### config.mk
export PLATFORM = sky130hd
export DESIGN_NAME = cdc_pulse_data_tx
export DESIGN_NICKNAME = d
export VERILOG_FILES = /design/src/rtl/cdc_pulse_data_tx.sv
export SDC_FILE = /design/constraint.sdc
export NUM_CORES = 1
export LEC_CHECK = 0
export CORE_MARGIN = 2
export CORE_UTILIZATION = 54
export CTS_CLUSTER_DIAMETER = 100
export DETAILED_ROUTE_END_ITERATION = 10
export PLACE_DENSITY = 0.89
export SYNTH_ARGS = -nofsm -noshare
export SYNTH_HDL_FRONTEND = slang
export SYNTH_SLANG_ARGS = --single-unit
### constraint.sdc
create_clock -name s_clk -period 2.61 [get_ports s_clk]
set_input_delay 0.522 -clock s_clk [delete_from_list [all_inputs] [get_ports s_clk]]
set_output_delay 0.522 -clock s_clk [all_outputs]
set_load 0.01 [all_outputs]
### src/rtl/cdc_pulse_data_tx.sv
// cdc_pulse_data_tx: source-side feeder for the cdc_pulse_data bridge.
// Buffers a valid/ready byte stream in a small FIFO and hands one word at a
// time to the bridge as a single-cycle out_vld pulse. It waits for the bridge
// to drop `active` before it issues the next word.
// Optional feature macro: CDC_PULSE_DATA_TX_STAT_EN adds the sent_cnt and
// drop_cnt statistics ports.
module cdc_pulse_data_tx #(
    parameter int DW    = 8,
    parameter int DEPTH = 4,
    parameter int AW    = $clog2(DEPTH)
) (
    input  logic          s_clk,
    input  logic          s_rstn,
    input  logic [DW-1:0] in_data,
    input  logic          in_vld,
    output logic          in_rdy,
    output logic [DW-1:0] out_din,
    output logic          out_vld,
    input  logic          active,
    output logic [AW:0]   level
`ifdef CDC_PULSE_DATA_TX_STAT_EN
    ,
    output logic [15:0]   sent_cnt,
    output logic [15:0]   drop_cnt
`endif
);

    localparam logic [AW:0] FULL_LEVEL = (AW + 1)'(DEPTH);

    typedef enum logic [1:0] {
        ST_IDLE = 2'd0,
        ST_SEND = 2'd1,
        ST_BUSY = 2'd2
    } state_t;

    state_t            state_reg;
    state_t            state_next;
    logic [AW:0]       wr_ptr_reg;
    logic [AW:0]       rd_ptr_reg;
    logic [DW-1:0]     mem [DEPTH];
    logic [DW-1:0]     out_din_reg;
    logic              out_vld_reg;
    logic              push;
    logic              pop;

    // The pointers carry one extra wrap bit, so their difference is the occupancy 0..DEPTH.
    assign level   = wr_ptr_reg - rd_ptr_reg;
    // A push into a full FIFO is refused, even when a pop happens in the same cycle.
    assign in_rdy  = (level != FULL_LEVEL);
    assign push    = in_vld && in_rdy;
    assign out_din = out_din_reg;
    assign out_vld = out_vld_reg;

    // Next-state and pop decision: issue only from IDLE, with data present and the bridge quiet.
    always_comb begin
        state_next = state_reg;
        pop        = 1'b0;
        case (state_reg)
            ST_IDLE: begin
                if ((level != '0) && !active) begin
                    pop        = 1'b1;
                    state_next = ST_SEND;
                end
            end
            ST_SEND: begin
                state_next = ST_BUSY;
            end
            ST_BUSY: begin
                if (!active) begin
                    state_next = ST_IDLE;
                end
            end
            default: begin
                state_next = ST_IDLE;
            end
        endcase
    end

    // FSM state register.
    always_ff @(posedge s_clk or negedge s_rstn) begin
        if (!s_rstn) begin
            state_reg <= ST_IDLE;
        end else begin
            state_reg <= state_next;
        end
    end

    // FIFO storage. It has no reset, so it can map onto distributed or block RAM.
    always_ff @(posedge s_clk) begin
        if (push) begin
            mem[wr_ptr_reg[AW-1:0]] <= in_data;
        end
    end

    // FIFO pointers. A reset discards every queued word.
    always_ff @(posedge s_clk or negedge s_rstn) begin
        if (!s_rstn) begin
            wr_ptr_reg <= '0;
            rd_ptr_reg <= '0;
        end else begin
            if (push) begin
                wr_ptr_reg <= wr_ptr_reg + 1'b1;
            end
            if (pop) begin
                rd_ptr_reg <= rd_ptr_reg + 1'b1;
            end
        end
    end

    // Registered pulse toward the bridge. Data is forced to zero outside the pulse.
    // A pop needs level!=0 and a push needs level!=DEPTH, so the read and write
    // addresses always differ when both happen in one cycle.
    always_ff @(posedge s_clk or negedge s_rstn) begin
        if (!s_rstn) begin
            out_vld_reg <= 1'b0;
            out_din_reg <= '0;
        end else begin
            out_vld_reg <= pop;
            out_din_reg <= pop ? mem[rd_ptr_reg[AW-1:0]] : '0;
        end
    end

`ifdef CDC_PULSE_DATA_TX_STAT_EN
    logic [15:0] sent_cnt_reg;
    logic [15:0] drop_cnt_reg;

    assign sent_cnt = sent_cnt_reg;
    assign drop_cnt = drop_cnt_reg;

    // Statistics: sent count wraps; drop count (refused pushes) saturates.
    always_ff @(posedge s_clk or negedge s_rstn) begin
        if (!s_rstn) begin
            sent_cnt_reg <= '0;
            drop_cnt_reg <= '0;
        end else begin
            if (pop) begin
                sent_cnt_reg <= sent_cnt_reg + 16'd1;
            end
            if (in_vld && !in_rdy && (drop_cnt_reg != 16'hFFFF)) begin
                drop_cnt_reg <= drop_cnt_reg + 16'd1;
            end
        end
    end
`endif

endmodule

Word-level counts from Yosys, hierarchy flattened --
Memory sizes are Yosys's and may differ from the RTL's. Cells that the tools add are included.
Cells by class: $add $sub $neg 3, eq/ne operators 5, multiplexer cells 8, reduce and logical (&&, ||, !) cells 6
Operators with widths (count):
- 8-bit 2-to-1 mux | 1
- 3-bit by 1-bit adder with 3-bit output (second input constant) | 2
- 2-bit one-hot mux with 3 select lines | 1
- 1-bit 2-to-1 mux | 4
- 2-bit 2-to-1 mux | 2
- 2-bit != test (second input constant) | 2
- 3-bit != test (second input constant) | 1
- 3-bit nonzero test | 1
- 3-bit subtractor | 1
- 2-bit by 1-bit equality test with 1-bit output (second input constant) | 1
- 2-bit equality test (second input constant) | 1
- 1-bit logical AND | 2
- 2-bit zero test | 1
- 2-bit AND reduction | 1
- 1-bit zero test | 1
Storage, ports and cells: bits in registers 17, RAM bits 32, output and inout bits 13, word-level logic and storage cells 28, memories 1
Memory list:
- mem | words 4, bits a word 8, rd ports 1, clocked after memory_dff 0, wr ports 1, line 40 | logic [DW-1:0] mem [DEPTH];

Logic depth before layout (Yosys ltp) --
depth after elaboration 6, depth in mapped cells 7, depth with buffers taken out 6

Least setup slack after synthesis --
No wires, ideal clock.
kind reg2reg, from register wr_ptr_reg[0], to memory mem[0][0], enable pin, library setup time 0.332 ns, arrival 2.099 ns, data required time 2.278 ns, slack 0.179 ns, stages on the path, launching flop included 7, path through dfrtp_1 > inv_1 > ha_1 > fa_1 > xor3_1 > nand3_1 > and3_1
On the way: word-level cells in the longest chain between the ends 5
RTL lines:
- start: declaration | line 38 | logic [AW:0] wr_ptr_reg;
- start signal: assignment | line 102 | wr_ptr_reg <= wr_ptr_reg + 1'b1;
- 3-bit subtractor | line 47 | assign level = wr_ptr_reg - rd_ptr_reg;
- via level[2] | line 20 | output logic [AW:0] level
- 3-bit != test | line 49 | assign in_rdy = (level != FULL_LEVEL);
- via in_rdy | line 16 | output logic in_rdy,
- 1-bit logical AND | line 50 | assign push = in_vld && in_rdy;
- 1-bit 2-to-1 mux | line 90 | if (push) begin
- 1-bit 2-to-1 mux (implied by the code) | line 91 | mem[wr_ptr_reg[AW-1:0]] <= in_data;
- end: declaration | line 40
The timed path passes the listed nets, and every way through them passes these cells.

Final worst setup path --
from register wr_ptr_reg[0], to output in_rdy
On the way: word-level cells in the longest chain between the ends 2
RTL lines (line):
- 3-bit subtractor | 47
- 3-bit != test | 49
- end: declaration | 16
Every way passes these cells.

==> flow_summary.ini <==
[run_status]
outcome = completed

[power]
seqPwrFrac_pct = 37.4
power.density_nw_per_um2 = 1320
p_sw_share_pct = 31.0
switchingPower_uw = 994
power_mw = 3.20
ir_drop_v = 0.000805
clockPowerShare_pct = 16.3
internal_power_mw = 2.21
leakagePower_nw = 0.971
p_comb_share_pct = 46.3

[layout]
layout_common_cells = 32 x edfxtp_1, 21 x clkdlybuf4s50_1, 17 x dfrtp_1
fin_nets = 163
n_antenna_cell = 0
seqCellArea_um2 = 1390
fillers = 212
design_area_um2 = 2420
layout_commonest_cell = edfxtp_1
largest_reg_flops = 32
drive_above_1_share_pct = 21.4
syn_to_final_growth_pct = 23.7
multi_input_area_um2 = 527

[clock_network]
cts_tree = built
clk_latency_ns = 0.36
clock-sinks = 49
clkTransAtPathRegs_ns = 0.14
htree_levels = 2
clockRootBuffer = clkbuf_4
cts_hold_buf = 0
cts_made_buffers = 5
cts_buffer_depth = 2

[placed_design]
gp_congestion = 0.759
portBuffers = 24
dp_slack_ns = 0.0276
placed_cell_area_um2 = 2290
hpwl_mm = 2.23

[detailed_routing]
drt-total-wl_mm = 3.34
vias_per_cell = 5.39
drc_errors = 0
ant_nets = 0
vias = 1030
first_pass_iters = 4
drt-wirelength-per-cell_um = 17.5
drtIter0Drc = 63

[global_route]
antenna_found_initial = 0
grt_pass1_wl_mm = 5.34
grt_max_degree = 18
overflow = 0
grt_pass1_vias = 1079
grt_usage_pct = 18.5

[critical_path]
crit_type = flop to output pin
crit_fanout = 3
cp-start-kind = flop
path_cells = inv_1 > ha_1 > fa_2 > buf_4 > nand3_1 > clkdlybuf4s15_1
worst_ep_required_time_ns = 2.09
critPathCaptureType = output pin
worst-endpoint-arrival_ns = 2.02
slowest_delay_ns = 0.54
slowest_stage = fa_2

[min_path]
hold_class = flop to flop

[sta]
drv_slew = 0
max_slew_margin_pct = 49.0
hold_viol = 0
hold_ws_ns = 0.476
period_needed_ns = 2.54
fmax_mhz = 393
setup_viol = 0
period_share_pct = 97.4
tightest_slew_ns = 0.763
layout_setup_ws_ns = 0.0676
fin_skew_ns = 0.0105

[yosys]
yosysWarnings = 0
ys_seq_area_share_pct = 71.0
syn_area_per_cell_um2 = 18.4
syn_nets = 125
syn_inst = 106
yosysUniqueCellTypes = 24
netlist_area_um2 = 1950
ys_ff_latch = 49

[floorplan]
rows = 21
io_pins = 25
die_h_um = 64.1
dieWidth_um = 64.1
core-area_um2 = 3420
start_util_pct = 57.2
die-area_um2 = 4110

[job]
cap_violations = 0
-- synthesized netlist by cell type --
master,count,share of area (%)
mux4_2,8,9.2
mux2_4,1,0.77
buf_4,1,0.38
inv_1,7,1.3
and3_1,4,1.3
mux2_2,3,1.7
xor3_1,1,1.2
nand2_1,3,0.58
dfrtp_1,17,22
nor2b_1,8,2.6
a31oi_1,1,0.32
xnor2_1,3,1.3
mux2i_1,2,1.0
xor2_1,1,0.45
nor3_1,1,0.26
ha_1,6,3.8
edfxtp_1,32,49
clkbuf_2,1,0.26
fa_1,1,1.0
nand3_1,1,0.26
a31o_1,1,0.45
buf_1,1,0.19
a21oi_1,1,0.26
o21ai_1,1,0.26
-- power by group through the flow --
stage | clock [mW] | combinational, mW | sequential [mW]
final | 0.522 | 1.48 | 1.20
after global routing | 0.567 | 1.61 | 1.22
after CTS | 0.531 | 1.47 | 1.20
after detailed placement | 0 | 1.47 | 1.22
after global placement | 0 | 1.41 | 1.19
after floorplan | 0 | 0.816 | 1.23
-- worst max-delay path, delay by kind of cell (launching register included) --
kind	cells	cell delay, ns
fa+ha+maj	2	0.76
buf+inv	3	0.44
flops	1	0.39
simple gates	1	0.08
-- path summary, 6_finish.rpt --
path | start | end | slack (ns) | cells after the start
worst max-delay path | wr_ptr_reg[0] | in_rdy | 0.07 | 6
worst max register to register | wr_ptr_reg[0] | mem[3][5] | 0.28 | 7
max in group asynchronous | s_rstn | out_din[6] | 1.54 | 1
worst min-delay path | state_reg[0] | state_reg[1] | 0.48 | 1
min in group asynchronous | s_rstn | wr_ptr_reg[1] | 0.59 | 1
worst min register to register | state_reg[0] | state_reg[1] | 0.48 | 1
-- cells by family (layout without fill, tap and decap cells) --
| logic type | after synthesis | count (layout) | share of synthesized area, % |
|---|---|---|---|
| AOI/OAI and AO/OA | 4 | 4 | 1.28 |
| DFF | 49 | 49 | 71.0 |
| adders and majority gates | 7 | 7 | 4.87 |
| and+or+nand+nor | 17 | 17 | 4.93 |
| buffers and inverters | 10 | 49 | 2.18 |
| xor gates and xnor gates | 5 | 5 | 3.01 |
| muxes | 14 | 14 | 12.7 |
-- metrics by stage --
stage          setup TNS [ns]  instances  util, %
6_report                    0        191     70.7
5_1_grt              -0.00859        191     70.7
4_1_cts                     0        190     70.4
3_5_place_dp                0        181     67.2
3_3_place_gp                0        181     67.2
2_1_floorplan               0        106        -
-- layout make-up --
type                    count  share of cell area (%)
repair buffers             34                    13.1
clock inverters             3                    2.69
well taps                  46                    2.38
flip-flops and latches     49                    57.4
clock buffers               5                    1.55
multi-input cells          47                    21.8
inverters                   7                    1.09
-- routing by layer --
metal  track usage, %  vias up  part of all wire, %
met1             21.1      515                   36
met5                0        -                    0
li1                 -      467                    -
met4             8.24        0                  2.7
met2             32.6       39                   55
met3             4.93        9                  6.4
-- timing repair --
action / 4_1_cts / 5_1_grt
setup buffers: 1 / 1
endpoints found under the hold margin: 0 / 0
endpoints found under the setup margin: 3 / 2
gates resized for setup: 3 / 2
pin swaps: 2 / 0
Note: power is estimated with default switching activity, not from simulation.
